$ cat src/rtl/fifo_uart_tx.sv
// Purpose : drains bytes from a registered-flag FIFO and serialises them as
//           8N1 UART frames (8E1 when UART_TX_PARITY_EN is defined).
// Latency : tx falls 2 cycles after the fifo_rd_en cycle; frame = 10 (11) bits.
// Backpress: one read per frame; fifo_empty is only looked at while idle.
// Ports   : clk, rst (async, active high), fifo_empty/fifo_data (FIFO side),
//           fifo_rd_en (read pulse), tx (serial, idle high), busy, frame_done.
// Config  : define UART_TX_PARITY_EN to add an even-parity bit after bit 7.
module fifo_uart_tx #(
    parameter int CLKS_PER_BIT = 16
) (
    input  logic       clk,
    input  logic       rst,
    input  logic       fifo_empty,
    input  logic [7:0] fifo_data,
    output logic       fifo_rd_en,
    output logic       tx,
    output logic       busy,
    output logic       frame_done
);

    localparam int CW = (CLKS_PER_BIT > 1) ? $clog2(CLKS_PER_BIT) : 1;
    localparam logic [CW-1:0] CNT_LAST = CW'(CLKS_PER_BIT - 1);

    localparam logic [2:0] S_IDLE   = 3'd0;
    localparam logic [2:0] S_FETCH  = 3'd1;
    localparam logic [2:0] S_WAIT   = 3'd2;
    localparam logic [2:0] S_START  = 3'd3;
    localparam logic [2:0] S_DATA   = 3'd4;
`ifdef UART_TX_PARITY_EN
    localparam logic [2:0] S_PARITY = 3'd5;
`endif
    localparam logic [2:0] S_STOP   = 3'd6;

    logic [2:0]    state_q, state_d;
    logic [CW-1:0] cnt_q,   cnt_d;
    logic [2:0]    bit_q,   bit_d;
    logic [7:0]    shift_q, shift_d;
`ifdef UART_TX_PARITY_EN
    logic          parity_q, parity_d;
`endif
    logic          bit_end;

    // Counter restarts at every bit boundary, so each bit is exactly
    // CLKS_PER_BIT cycles with no accumulated drift.
    assign bit_end = (cnt_q == CNT_LAST);

    always_comb begin
        state_d  = state_q;
        cnt_d    = cnt_q;
        bit_d    = bit_q;
        shift_d  = shift_q;
`ifdef UART_TX_PARITY_EN
        parity_d = parity_q;
`endif
        case (state_q)
            S_IDLE: begin
                cnt_d = '0;
                if (!fifo_empty) begin
                    state_d = S_FETCH;
                end
            end
            S_FETCH: begin
                state_d = S_WAIT;
            end
            S_WAIT: begin
                // Read data is valid now, one cycle after the read strobe.
                shift_d  = fifo_data;
`ifdef UART_TX_PARITY_EN
                parity_d = ^fifo_data;
`endif
                cnt_d    = '0;
                bit_d    = '0;
                state_d  = S_START;
            end
            S_START: begin
                if (bit_end) begin
                    cnt_d   = '0;
                    state_d = S_DATA;
                end else begin
                    cnt_d = cnt_q + CW'(1);
                end
            end
            S_DATA: begin
                if (bit_end) begin
                    cnt_d   = '0;
                    shift_d = {1'b0, shift_q[7:1]};
                    bit_d   = bit_q + 3'd1;
                    if (bit_q == 3'd7) begin
`ifdef UART_TX_PARITY_EN
                        state_d = S_PARITY;
`else
                        state_d = S_STOP;
`endif
                    end
                end else begin
                    cnt_d = cnt_q + CW'(1);
                end
            end
`ifdef UART_TX_PARITY_EN
            S_PARITY: begin
                if (bit_end) begin
                    cnt_d   = '0;
                    state_d = S_STOP;
                end else begin
                    cnt_d = cnt_q + CW'(1);
                end
            end
`endif
            S_STOP: begin
                if (bit_end) begin
                    cnt_d   = '0;
                    state_d = S_IDLE;
                end else begin
                    cnt_d = cnt_q + CW'(1);
                end
            end
            default: begin
                cnt_d   = '0;
                state_d = S_IDLE;
            end
        endcase
    end

    always_ff @(posedge clk or posedge rst) begin
        if (rst) begin
            state_q  <= S_IDLE;
            cnt_q    <= '0;
            bit_q    <= '0;
            shift_q  <= '0;
`ifdef UART_TX_PARITY_EN
            parity_q <= 1'b0;
`endif
        end else begin
            state_q  <= state_d;
            cnt_q    <= cnt_d;
            bit_q    <= bit_d;
            shift_q  <= shift_d;
`ifdef UART_TX_PARITY_EN
            parity_q <= parity_d;
`endif
        end
    end

    // Outputs decode only registered state, so reset reaches them at once
    // and no input has a combinational path to them.
    always_comb begin
        tx = 1'b1;
        case (state_q)
            S_START:  tx = 1'b0;
            S_DATA:   tx = shift_q[0];
`ifdef UART_TX_PARITY_EN
            S_PARITY: tx = parity_q;
`endif
            default:  tx = 1'b1;
        endcase
    end

    assign fifo_rd_en = (state_q == S_FETCH);
    assign busy       = (state_q != S_IDLE);
    assign frame_done = (state_q == S_STOP) && bit_end;

endmodule

$ cat config.mk
export PLATFORM = sky130hd
export DESIGN_NAME = fifo_uart_tx
export DESIGN_NICKNAME = d
export VERILOG_FILES = /design/src/rtl/fifo_uart_tx.sv
export SDC_FILE = /design/constraint.sdc
export NUM_CORES = 1
export LEC_CHECK = 0
export BUFFER_PORTS_ARGS = -buffer_cell sky130_fd_sc_hd__buf_2
export CORE_ASPECT_RATIO = 1.1
export CORE_MARGIN = 2
export CORE_UTILIZATION = 29
export CTS_CLUSTER_DIAMETER = 100
export DETAILED_ROUTE_END_ITERATION = 8
export PLACE_DENSITY = 0.56
export SLEW_MARGIN = 20
export SYNTH_ARGS = -nofsm -noshare
export SYNTH_HDL_FRONTEND = slang
export SYNTH_SLANG_ARGS = --single-unit
$ cat constraint.sdc
create_clock -name clk -period 2.45 [get_ports clk]
set_input_delay 0.1225 -clock clk [delete_from_list [all_inputs] [get_ports clk]]
set_output_delay 0.1225 -clock clk [all_outputs]
set_load 0.03 [all_outputs]
==> out/metrics.csv <==
stage;metric;value;unit
drt;final wirelength;1920;µm
yosys;Synth top cells by count;dfrtp_1, o21ai_0, mux2_2, mux2_4;
yosys;Synth area leaders;dfrtp_1, mux2_4, mux2_2;
timing;RSZ-0062 raised after global routing;no;
final_layout;area delta synth->final;16.3;%
pwr;Clock Power Share;19.2;%
drt;Antenna Nets Post-Route;0;
floorplan;row count;23;
yosys;Top FF cell, synth;dfrtp_1;
yosys;Mapped Area;1060;µm²
timing;max-slew violations;0;
floorplan;die width;61.7;µm
setup_path;Worst Setup Start Kind;flip-flop;
timing;crit share post-route;78.4;%
yosys;Synth area leader;dfrtp_1;
place;cell count after placement;157;
yosys;complex-gate fraction of the synthesized area;13.0;%
yosys;syn nets;111;
pwr;sw power;0.435;mW
final_layout;NumNets Final;127;
global_route;via count of the first global-routing pass;772;
place;I/O Buffers;14;
drt;TritonRoute pass-1 iters;4;
yosys;post-synthesis adder-cell area fraction;4.48;%
clock_network;number of buffers created by CTS;3;
yosys;mux contribution to synthesized area;19.6;%
pwr;Leakage;0.551;nW
global_route;antenna violations before repair;0;
final_layout;share of layout cells above drive strength 1;31.3;%
timing;worst-margin pin slew;688;ps
yosys;Post-Syn Instances;97;
drt;routed len/inst;11.8;µm
global_route;grt total ovfl;0;
final_layout;# diodes;0;
drt;Via Count;763;
setup_path;worst-path fanout max;16;
final_layout;fin cells;162;
timing;final worst slack;530;ps
timing;Setup Skew;4.61;ps
drt;# DRC;0;
pwr;Logic pwr share;38.1;%
worst_hold_path;Tightest Hold Check Type;in2reg;
yosys;Post-synth EDFFs;0;
yosys;Distinct cells, synth;36;
yosys;Seq/Total Area, Yosys;42.5;%
clock_network;CTS H-tree depth;1;
clock_network;worst skew pair latency;250;ps
floorplan;Die Ht;67.4;µm
floorplan;Total Die Area;4160;µm²
pwr;Internal;0.814;mW
pwr;sw frac;34.8;%
pwr;peak supply drop;439;µV
timing;slew margin rel.;54.1;%
setup_path;worst path required time;2590;ps
clock_network;clock slew at reported path FFs;70;ps
timing;Max Freq;521;MHz
clock_network;clk sinks;18;
floorplan;core box area;3570;µm²
pwr;PwrDens;1010;nW/µm²
place;hpwl dp;1440;µm
final_layout;Filler Cells Inserted;378;
yosys;top cell type's share of synthesized area;42.5;%
yosys;Yosys reg bits;18;
clock_network;Max Buffers Root-to-Sink;2;
pwr;share of power burned in registers;42.6;%
setup_path;crit path kind;reg2reg;
job;MaxCap Viol Count;0;
floorplan;IO Pins;15;
floorplan;initial core utilization;29.7;%
setup_path;Critical Path AT;2060;ps
outcome;status;completed;
yosys;XOR/XNOR share of the synthesized area;0;%
clock_network;TritonCTS clock tree;yes;
place;Final GP Congestion;0.739;
yosys;Avg Cell Area, Syn;10.9;µm²
drt;Initial DRC Count;67;
place;Placement Setup Slack;558;ps
timing;Finish-stage setup viols;0;
timing;final hold viol count;0;
yosys;Post-synth ARST share;100;%
yosys;cell with the most instances after synthesis;dfrtp_1;
timing;minimum clock period;1920;ps
global_route;gr usage total;10.7;%
global_route;largest net degree at the start of global routing;19;
yosys;largest family of logic cells by synthesized area;multiplexers;
setup_path;critical path endpoint category;flip-flop;
drt;Via density;4.71;
global_route;first-pass GRT wire length;3370;µm
yosys;Synth Area in Simple Gates;15.0;%
yosys;Ys Warns;0;
clock_network;Root Buffer;clkbuf_8;
setup_path;R2R Setup Slk;530;ps
timing;setup TNS;0;ps
## state kept, by name (all words and copies together) (netlist names)
signal / cells
cnt_q: 4
state_q: 3
bit_q: 3
shift_q: 8
## worst max-delay path, cell delays in order, from the launching register on
cell and delay, ps:
dfrtp_1 570, nor3b_2 410, buf_4 230, mux2_2 340, mux2_4 250
## stage by stage
step	hold WS (ps)	util [%]	cell area, µm²	power [mW]
final	175	34.6	1230	1.25
after global routing	202	34.6	1230	1.35
after CTS	179	34.6	1230	1.26
after detailed placement	270	32.7	1170	1.01
after global placement	262	32.7	1170	1.00
after floorplan	61.1	-	1060	0.913
## cells in the final DEF, fill, tap and decap left out, types with 4 or more instances in the layout
master and instances:
dfrtp_1 18, buf_2 14, o21ai_0 7, mux2_2 6, mux2_4 6, nor2_1 5, mux2i_1 5, inv_1 5
nand2_1 4, clkbuf_8 4
## cells by family (layout without fill, tap and decap cells)
family / Yosys count / in the layout
fa+ha+maj: 4 / 4
compound gates: 21 / 21
flops: 18 / 18
buf+inv: 11 / 26
mux: 17 / 17
simple gates: 26 / 26
## what timing repair did
| item | 4_1_cts | 5_1_grt |
|---|---|---|
| setup buffers | 0 | 0 |
| endpoints found under the hold margin | 18 | 0 |
| gates resized for setup | 0 | 0 |
| hold buffers | 1 | 0 |
## layout make-up
class	count	area, µm²	area share, %
multi-input combinational	68	552	44.7
inverter	5	18.8	1.52
clock buffer	4	55.1	4.46
sequential	18	450	36.5
timing repair buffer	17	95.1	7.71
tap	50	62.6	5.07
## routing by layer
layer  GRT usage (%)  routed length (µm)  up-vias
li1                -                   -      380
met4            2.93                   0        0
met3            2.87                  80        0
met1            14.8                 961      367
met2            16.6                 874       16
met5               0                   0        -
## power by group through the flow
| stage | Combinational [mW] | Sequential, mW | Clock [mW] |
|---|---|---|---|
| after floorplan | 0.427 | 0.486 | 0 |
| after global placement | 0.468 | 0.533 | 0 |
| after detailed placement | 0.483 | 0.532 | 0 |
| after CTS | 0.483 | 0.530 | 0.251 |
| after global routing | 0.529 | 0.556 | 0.265 |
| final | 0.476 | 0.532 | 0.240 |
## final timing paths
kind	to	cells past startpoint	startpoint
max	shift_q[2]	4	state_q[1]
min	shift_q[0]	3	fifo_data[0]
max reg2reg	shift_q[2]	4	state_q[1]
min reg2reg	shift_q[3]	1	shift_q[3]
max in group asynchronous	shift_q[4]	3	rst
min in group asynchronous	cnt_q[2]	3	rst
(Power assumes the default switching activity.)
